`src/rtl/sim_ctrl_pkg.sv`:
```
// Shared encodings for the CPU run/termination controller.
// No logic; state, status codes and default counter width only.
package sim_ctrl_pkg;

  typedef enum logic [1:0] {
    IDLE = 2'd0,
    HOLD = 2'd1,
    RUN  = 2'd2,
    DONE = 2'd3
  } state_t;

  typedef enum logic [1:0] {
    ST_NONE    = 2'd0,
    ST_HALT    = 2'd1,
    ST_TIMEOUT = 2'd2,
    ST_LOOP    = 2'd3
  } status_t;

  localparam int CNT_W_DEF = 32;

endpackage

```
`src/rtl/sat_counter.sv`:
```
// Saturating up-counter with synchronous clear; clear wins over increment.
// Latency 1 cycle; no backpressure, holds at all-ones instead of wrapping.
module sat_counter #(
  parameter int W = 32
) (
  input  logic         clk,
  input  logic         rst,
  input  logic         clr,
  input  logic         inc,
  output logic [W-1:0] cnt
);

  always_ff @(posedge clk or posedge rst) begin
    if (rst) begin
      cnt <= '0;
    end else if (clr) begin
      cnt <= '0;
    end else if (inc && (cnt != '1)) begin
      cnt <= cnt + W'(1);
    end
  end

endmodule

```
`src/rtl/sim_run_controller.sv`:
```
// Core run controller: reset sequencing, cycle/instret counting, halt/timeout/loop stop.
// All outputs registered (1 cycle); no backpressure. RUN_CTRL_LOOP_DETECT_EN adds PC self-loop stop.
module sim_run_controller
  import sim_ctrl_pkg::*;
#(
  parameter int          CNT_W        = CNT_W_DEF,
  parameter int          PC_W         = 32,
  parameter int          RESET_CYCLES = 4,
  parameter int unsigned MAX_CLOCKS   = 100000,
  parameter int          LOOP_LIMIT   = 8
) (
  input  logic             clk,
  input  logic             rst,
  input  logic             start,
  input  logic [PC_W-1:0]  pc,
  input  logic             retire,
  input  logic             halt_req,
  output logic             cpu_rst_n,
  output logic             running,
  output logic             done,
  output logic [1:0]       status,
  output logic [CNT_W-1:0] cycles_consumed,
  output logic [CNT_W-1:0] instret
);

  localparam int CW1 = CNT_W + 1;
  localparam logic [CW1-1:0] MAX_C = CW1'(MAX_CLOCKS);

  state_t     state, state_nxt;
  status_t    status_q, status_nxt;
  logic [7:0] hold_cnt;
  logic       launch;
  logic       timeout_hit;
  logic       loop_hit;

  // cycles_consumed still holds the count of earlier RUN cycles, so +1 names this one
  assign timeout_hit = (MAX_CLOCKS != 0) &&
                       (({1'b0, cycles_consumed} + CW1'(1)) == MAX_C);

`ifdef RUN_CTRL_LOOP_DETECT_EN
  localparam int LW = $clog2(LOOP_LIMIT + 1);

  logic [PC_W-1:0] last_pc;
  logic [LW-1:0]   loop_cnt;
  logic            pc_same;

  assign pc_same  = (pc == last_pc);
  assign loop_hit = (state == RUN) && pc_same && (loop_cnt == LW'(LOOP_LIMIT - 1));

  always_ff @(posedge clk or posedge rst) begin
    if (rst) begin
      last_pc  <= '0;
      loop_cnt <= '0;
    end else if (launch) begin
      last_pc  <= '0;
      loop_cnt <= '0;
    end else if (state == RUN) begin
      last_pc <= pc;
      if (!pc_same)
        loop_cnt <= '0;
      else if (loop_cnt != LW'(LOOP_LIMIT))
        loop_cnt <= loop_cnt + LW'(1);
    end
  end
`else
  logic unused_loop;
  assign unused_loop = (^pc) ^ (LOOP_LIMIT != 0);
  assign loop_hit    = 1'b0;
`endif

  always_comb begin
    state_nxt  = state;
    status_nxt = status_q;
    launch     = 1'b0;
    case (state)
      IDLE, DONE: begin
        if (start) begin
          state_nxt  = HOLD;
          status_nxt = ST_NONE;
          launch     = 1'b1;
        end
      end
      HOLD: begin
        if (hold_cnt == 8'(RESET_CYCLES - 1))
          state_nxt = RUN;
      end
      RUN: begin
        if (halt_req) begin
          state_nxt  = DONE;
          status_nxt = ST_HALT;
        end else if (timeout_hit) begin
          state_nxt  = DONE;
          status_nxt = ST_TIMEOUT;
        end else if (loop_hit) begin
          state_nxt  = DONE;
          status_nxt = ST_LOOP;
        end
      end
      default: state_nxt = IDLE;
    endcase
  end

  always_ff @(posedge clk or posedge rst) begin
    if (rst) begin
      state     <= IDLE;
      status_q  <= ST_NONE;
      hold_cnt  <= '0;
      cpu_rst_n <= 1'b0;
      running   <= 1'b0;
      done      <= 1'b0;
    end else begin
      state     <= state_nxt;
      status_q  <= status_nxt;
      cpu_rst_n <= (state_nxt == RUN);
      running   <= (state_nxt == RUN);
      done      <= (state_nxt == DONE);
      if (launch)
        hold_cnt <= '0;
      else if (state == HOLD)
        hold_cnt <= hold_cnt + 8'd1;
    end
  end

  assign status = status_q;

  sat_counter #(.W(CNT_W)) u_cycles (
    .clk (clk),
    .rst (rst),
    .clr (launch),
    .inc (state == RUN),
    .cnt (cycles_consumed)
  );

  sat_counter #(.W(CNT_W)) u_instret (
    .clk (clk),
    .rst (rst),
    .clr (launch),
    .inc ((state == RUN) && retire),
    .cnt (instret)
  );

endmodule

```
`config.mk`:
```
export PLATFORM = sky130hd
export DESIGN_NAME = sim_run_controller
export DESIGN_NICKNAME = d
export VERILOG_FILES = /design/src/rtl/sim_ctrl_pkg.sv /design/src/rtl/sat_counter.sv /design/src/rtl/sim_run_controller.sv
export SDC_FILE = /design/constraint.sdc
export NUM_CORES = 1
export LEC_CHECK = 0
export CORE_UTILIZATION = 55
export DETAILED_ROUTE_END_ITERATION = 6
export GPL_ROUTABILITY_DRIVEN = 1
export PLACE_DENSITY = 0.86
export REMOVE_ABC_BUFFERS = 1
export SYNTH_ARGS = -nofsm -noshare
export SYNTH_HDL_FRONTEND = slang
export SYNTH_SLANG_ARGS = --single-unit
```
`constraint.sdc`:
```
create_clock -name clk -period 5.49 [get_ports clk]
set_clock_uncertainty 0.15 [all_clocks]
set_input_delay 0.549 -clock clk [delete_from_list [all_inputs] [get_ports clk]]
set_output_delay 0.549 -clock clk [all_outputs]
set_load 0.05 [all_outputs]
```
* Word level (Yosys, flattened, before mapping)
Cells that the tools add are included.
W data, S select, Z words.
** Word-level totals
- Input bits :: 37
- Output and inout bits :: 69
- Logic and storage cells :: 49
- Register bits :: 78
** Cells by class
- Mux-type cells :: 17
- Equal/unequal tests :: 11
- Reductions and logical operators :: 10
- $add $sub $neg :: 4
** Operators by type and width (number)
- $mux W32 :: 4
- $add A32 B1 Y32 const B :: 2
- $ne A32 B32 Y1 const B :: 2
- $add A32 B1 Y33 const B :: 1
- $eq A33 B17 Y1 const B :: 1
- $mux W8 :: 2
- $mux W2 :: 7
- $add A8 B1 Y8 const B :: 1
- $eq A2 B2 Y1 const B :: 4
- $eq A8 B2 Y1 const B :: 1
- $reduce_bool A2 Y1 :: 4
- $pmux W2 S3 :: 1
- $pmux W2 S2 :: 1
- $logic_and A1 B1 Y1 :: 3
- $ne A3 B3 Y1 const B :: 1
- $reduce_and A3 Y1 :: 1
- $eq A2 B1 Y1 const B :: 1
- $logic_not A2 Y1 :: 1
- $mux W1 :: 2
- $ne A2 B2 Y1 const B :: 1
- $reduce_or A2 Y1 :: 1

* Logic depth before layout (Yosys ltp)
- Depth in word-level cells :: 6
- Gate-level depth with buffers :: 11
- Depth with buffers taken out :: 9

* Modules after synthesis
A second synthesis with hierarchy kept.
** Unflattened totals
- Cell total of the unflattened synthesis :: 534
- Area, all modules :: 4773.3 um2
** By module, submodules not included
- sat_counter :: area an instance 1740.4 um2, sequential area each 800.8 um2, cells an instance 186, instances 2
- sim_run_controller :: area an instance 1292.5 um2, sequential area each 350.3 um2, cells an instance 162, instances 1

* Least setup slack after synthesis
No wires, ideal clock.
- Path type :: reg-to-reg
- From :: reg u_cycles.cnt[4]
- To :: reg status_q[0], in the netlist status[0]
- Slack :: 2.455 ns
- Path buffers :: 1
- Arrival :: 2.758 ns
- Library setup time :: 0.126 ns
- Data required time :: 5.214 ns
- Clock period less this slack :: 3.035 ns
- Cell stages (with the launch flop) :: 9
- Cell sequence :: dfrtp_1 -> buf_2 -> nand3_4 -> or4_1 -> o41ai_2 -> nand3_1 -> nor4_2 -> nand4_2 -> a311o_1
** Between the ends
- Cells in the longest elaborated chain, start to end :: 4
** Ends and longest elaborated chain
- start: declaration :: RTL line sat_counter.sv:10 : output logic [W-1:0] cnt
- start signal: assignment :: RTL line sat_counter.sv:19 : cnt <= cnt + W'(1);
- $add A32 B1 Y33 :: RTL line sim_run_controller.sv:38 : (({1'b0, cycles_consumed} + CW1'(1)) == MAX_C);
- $eq A33 B17 Y1 :: RTL line sim_run_controller.sv:38
- $ne A3 B3 Y1 (no source line)
- $reduce_and A3 Y1 (no source line)
- end signal: assignment :: RTL line sim_run_controller.sv:113 : status_q <= status_nxt;
- end: declaration :: RTL line sim_run_controller.sv:30 : status_t status_q, status_nxt;
Every way passes these cells.
A chain may end at the register's enable or synchronous reset.

* Worst setup path in the final report
- From :: reg u_cycles.cnt[0]
- To :: reg u_cycles.cnt[29]
** Between the ends
- Cells in the longest elaborated chain, start to end :: 3
- Elaborated cells between the ends (all ways) :: 6
- Those cells by class :: add/sub (1); eq/ne (1); mux (2); reduce/logical (2)
** Ends and longest elaborated chain
- $add A32 B1 Y32 / $ne A32 B32 Y1 (equally long branches) :: RTL line sat_counter.sv:19, sat_counter.sv:18
- $mux W32 / $logic_and A1 B1 Y1 (equally long branches) :: RTL line sat_counter.sv:18 : end else if (inc && (cnt != '1)) begin
- $mux W32 / $reduce_bool A2 Y1 (equally long branches)
Parallel ways exist; a longest one is shown, timed or not. The select of a mux whose other input is x is not followed.

==> qor.txt <==
==================================================================================================
Achievable clock frequency                                                                 273 MHz
Global-route wire length before repair                                                     19.0 mm
Wirelength per Cell                                                                        16.1 um
Total wire length                                                                          11.5 mm
Worst Min Path Start                                                                  status[1]$_DFFE_PP0P_
Post-detailed-route count of antenna-violating nets                                              0
Endpoint type of the worst setup path                                                     register
Number of register bits inferred by synthesis                                                   78
Ys flop type                                                                               dfrtp_1
Yosys warning count                                                                              0
Maximum number of pins on one net before global-route repair                                    73
Remaining global-route overflow                                                                  0
Synthesized netlist cell count                                                                 553
Leading cell types by count after synthesis                                           nor2_1, dfrtp_1, nand2_1
Number of buffers added to fix hold violations after cts                                         0
Worst setup path category                                                                  reg2reg
Number of vias per cell                                                                       6.08
Width of the chip                                                                          95.7 um
Share of post-route cells with drive strength above 1                                       0.0590
Number of enable-type register cells in the synthesized netlist                                  0
Synthesized cell area                                                                   4830 sq um
Full die area                                                                           9160 sq um
Clock net sink count                                                                            78
Area contributors post-synth                                                          dfrtp_1, nor2_1, xnor2_1
Number of cells in the design after placement                                                  699
Post-CTS setup buffer count                                                                      0
Area share of the largest cell type after synthesis                                          0.404
Cell with the most instances after synthesis                                                nor2_1
Number of fill cells in the layout                                                             688
Number of I/O pins                                                                             106
Power per standard cell area                                                           220 nW/um^2
Drc violations                                                                                   0
Final estimated routing congestion in global placement                                       0.890
Sequential element share of the synthesized area                                             0.404
Synth-to-Final Area Change                                                                   17.9%
HPWL after detailed placement                                                              7.96 mm
Placed cell areas                                                                       5510 sq um
Design Area, Final                                                                      5690 sq um
CTS H-tree depth                                                                                 3
Biggest fanout along the worst timing path                                                      15
Number of pins exceeding their max-slew limit in the final report                                0
Global-route total usage across every layer                                                  0.267
Number of iterations in the first detailed-routing pass                                          5
RSZ-0062 raised after global routing                                                            no
Clock Latency Late Sink                                                                    0.36 ns
Number of buffers on the longest clock path                                                      2
Worst min path class                                                                       reg2reg
Cell type with the largest total area after synthesis                                      dfrtp_1
Async set-reset flop share out of synthesis                                                   1.00
Total setup violations reported at the end of the flow                                           0
Relative slew margins                                                                        0.124
Floorplan core area                                                                     8340 sq um
Final setup TNS                                                                               0 ns
Avg Cell Area, Syn                                                                      8.73 sq um
Vias in the first global route                                                                4022
Clock transition time at the flip-flop clock pins of the worst setup and hold paths        0.09 ns
Iter 0 DRT Violations                                                                          251
Required arrival time at the worst endpoint                                                5.56 ns
Register-to-register setup slack                                                           1.82 ns
Number of buffers created by CTS                                                                 9
Final worst path period share                                                                0.668
Kind of launch point of the worst setup path                                              register
Initial standard-cell utilization of the core                                                0.579
Post-CTS Resized                                                                                 0
Worst r2r src                                                                         u_cycles.cnt[0]$_DFFE_PP0P_
Hold violation count in the final report                                                         0
N_diodes                                                                                         0
Die span in y                                                                              95.7 um
Crit path launch                                                                      u_cycles.cnt[0]$_DFFE_PP0P_
Critical Path AT                                                                           3.73 ns
Initial antenna violation count                                                                  0
IR Drop Worst-Case VDD                                                                    0.149 mV
Max-capacitance violation count                                                                  0
Routed via count                                                                              4349
Shortest clock period the worst path allows after layout                                   3.67 ns
CTS root buffer                                                                           clkbuf_8
Non-filler instance count after layout                                                         715
Site Rows                                                                                       33
Result of the run                                                                     finished clean
Transition time at the pin with the least slew margin                                      1.30 ns
Clock tree from TritonCTS                                                                    built
Static Leakage                                                                             2.16 nW
Final nets                                                                                     647
Yosys cell types                                                                                59
Count of buffers inserted at the top-level ports                                                73
==================================================================================================
## flip-flops by register name, summed over array words and instances, names as in the netlist
| name | count |
|---|---|
| done | 1 |
| status | 2 |
| u_cycles.cnt | 32 |
| running | 1 |
| state | 2 |
| hold_cnt | 8 |
| u_instret.cnt | 32 |
## layer usage
layer	global-route usage	wire (um)	up-vias
met5	0	0	-
met4	0.0784	125	0
met3	0.0450	676	14
met2	0.443	5640	153
met1	0.358	5060	2110
li1	-	-	2072
## metrics by stage
step           utilization  hold WS (ns)  setup slack, ns  total power [mW]
2_1_floorplan            -         0.363             2.04             0.780
3_3_place_gp         0.661         0.384             1.97             0.843
3_5_place_dp         0.661         0.394             1.90             0.851
4_1_cts              0.683         0.410             1.87              1.26
5_1_grt              0.683         0.446             1.52              1.31
6_report             0.683         0.406             1.82              1.25
## power breakdown
group | leakage (nW) | switching [mW] | total (mW) | internal (mW)
registers | 1.09 | 0.0216 | 0.613 | 0.592
clock network | 0.0881 | 0.238 | 0.409 | 0.170
logic | 0.984 | 0.165 | 0.230 | 0.0643
total | 2.16 | 0.425 | 1.25 | 0.826
## cell families (layout without fill, tap and decap cells)
| kind of cell | after synthesis | after routing | synth area share |
|---|---|---|---|
| multiplexers | 3 | 3 | 0.00622 |
| AND/OR/NAND/NOR | 293 | 293 | 0.321 |
| flip-flops | 78 | 78 | 0.404 |
| XOR/XNOR | 66 | 66 | 0.120 |
| buffers and inverters | 45 | 102 | 0.0497 |
| AO/OA/AOI/OAI | 63 | 63 | 0.0863 |
| adder cells (fa/ha/maj) | 5 | 5 | 0.0130 |
## layout by cell type, fill, tap and decap left out, types with 3 or more instances in the layout
cell / n
nand4_1: 33
ha_1: 5
a31oi_1: 4
nand3_1: 29
buf_4: 3
nor2b_1: 3
clkbuf_8: 9
o21a_1: 4
xor2_1: 33
dfrtp_1: 78
mux2i_1: 3
nor4_1: 12
a21oi_1: 16
xnor2_1: 33
nand3b_1: 3
or3_1: 12
nand2_1: 42
and3_1: 13
and2_1: 4
clkdlybuf4s50_1: 73
a211oi_1: 4
or4_1: 4
nor2_1: 85
o21ai_0: 15
inv_1: 9
a311oi_1: 3
nor3_1: 24
and4_1: 8
## critical path: stages (launching register included)
cell     delay, ns
dfrtp_1       0.56
ha_1          0.32
nand3_1       0.26
nor2_1        0.57
nand4_1       0.30
o21ai_1       0.91
or4_2         0.27
xor2_1        0.14
nor2_1        0.05
## worst paths after layout
kind                                                end  cells past startpoint
hold / removal                    status[1]$_DFFE_PP0P_                      2
max in group asynchronous  u_cycles.cnt[26]$_DFFE_PP0P_                      3
setup / recovery           u_cycles.cnt[29]$_DFFE_PP0P_                      8
hold reg to reg                   status[1]$_DFFE_PP0P_                      2
min in group asynchronous  u_instret.cnt[8]$_DFFE_PP0P_                      2
setup reg to reg           u_cycles.cnt[29]$_DFFE_PP0P_                      8
## cell type report
| type | count | area [sq um] | area share |
|---|---|---|---|
| Multi-Input combinational cell | 430 | 2640 | 0.463 |
| Timing Repair Buffer | 76 | 753 | 0.132 |
| Tap cell | 105 | 131 | 0.0231 |
| Inverter | 10 | 37.5 | 0.00659 |
| Clock inverter | 7 | 57.6 | 0.0101 |
| Clock buffer | 9 | 124 | 0.0218 |
| Sequential cell | 78 | 1950 | 0.343 |
Note: power is estimated with default switching activity, not from simulation.
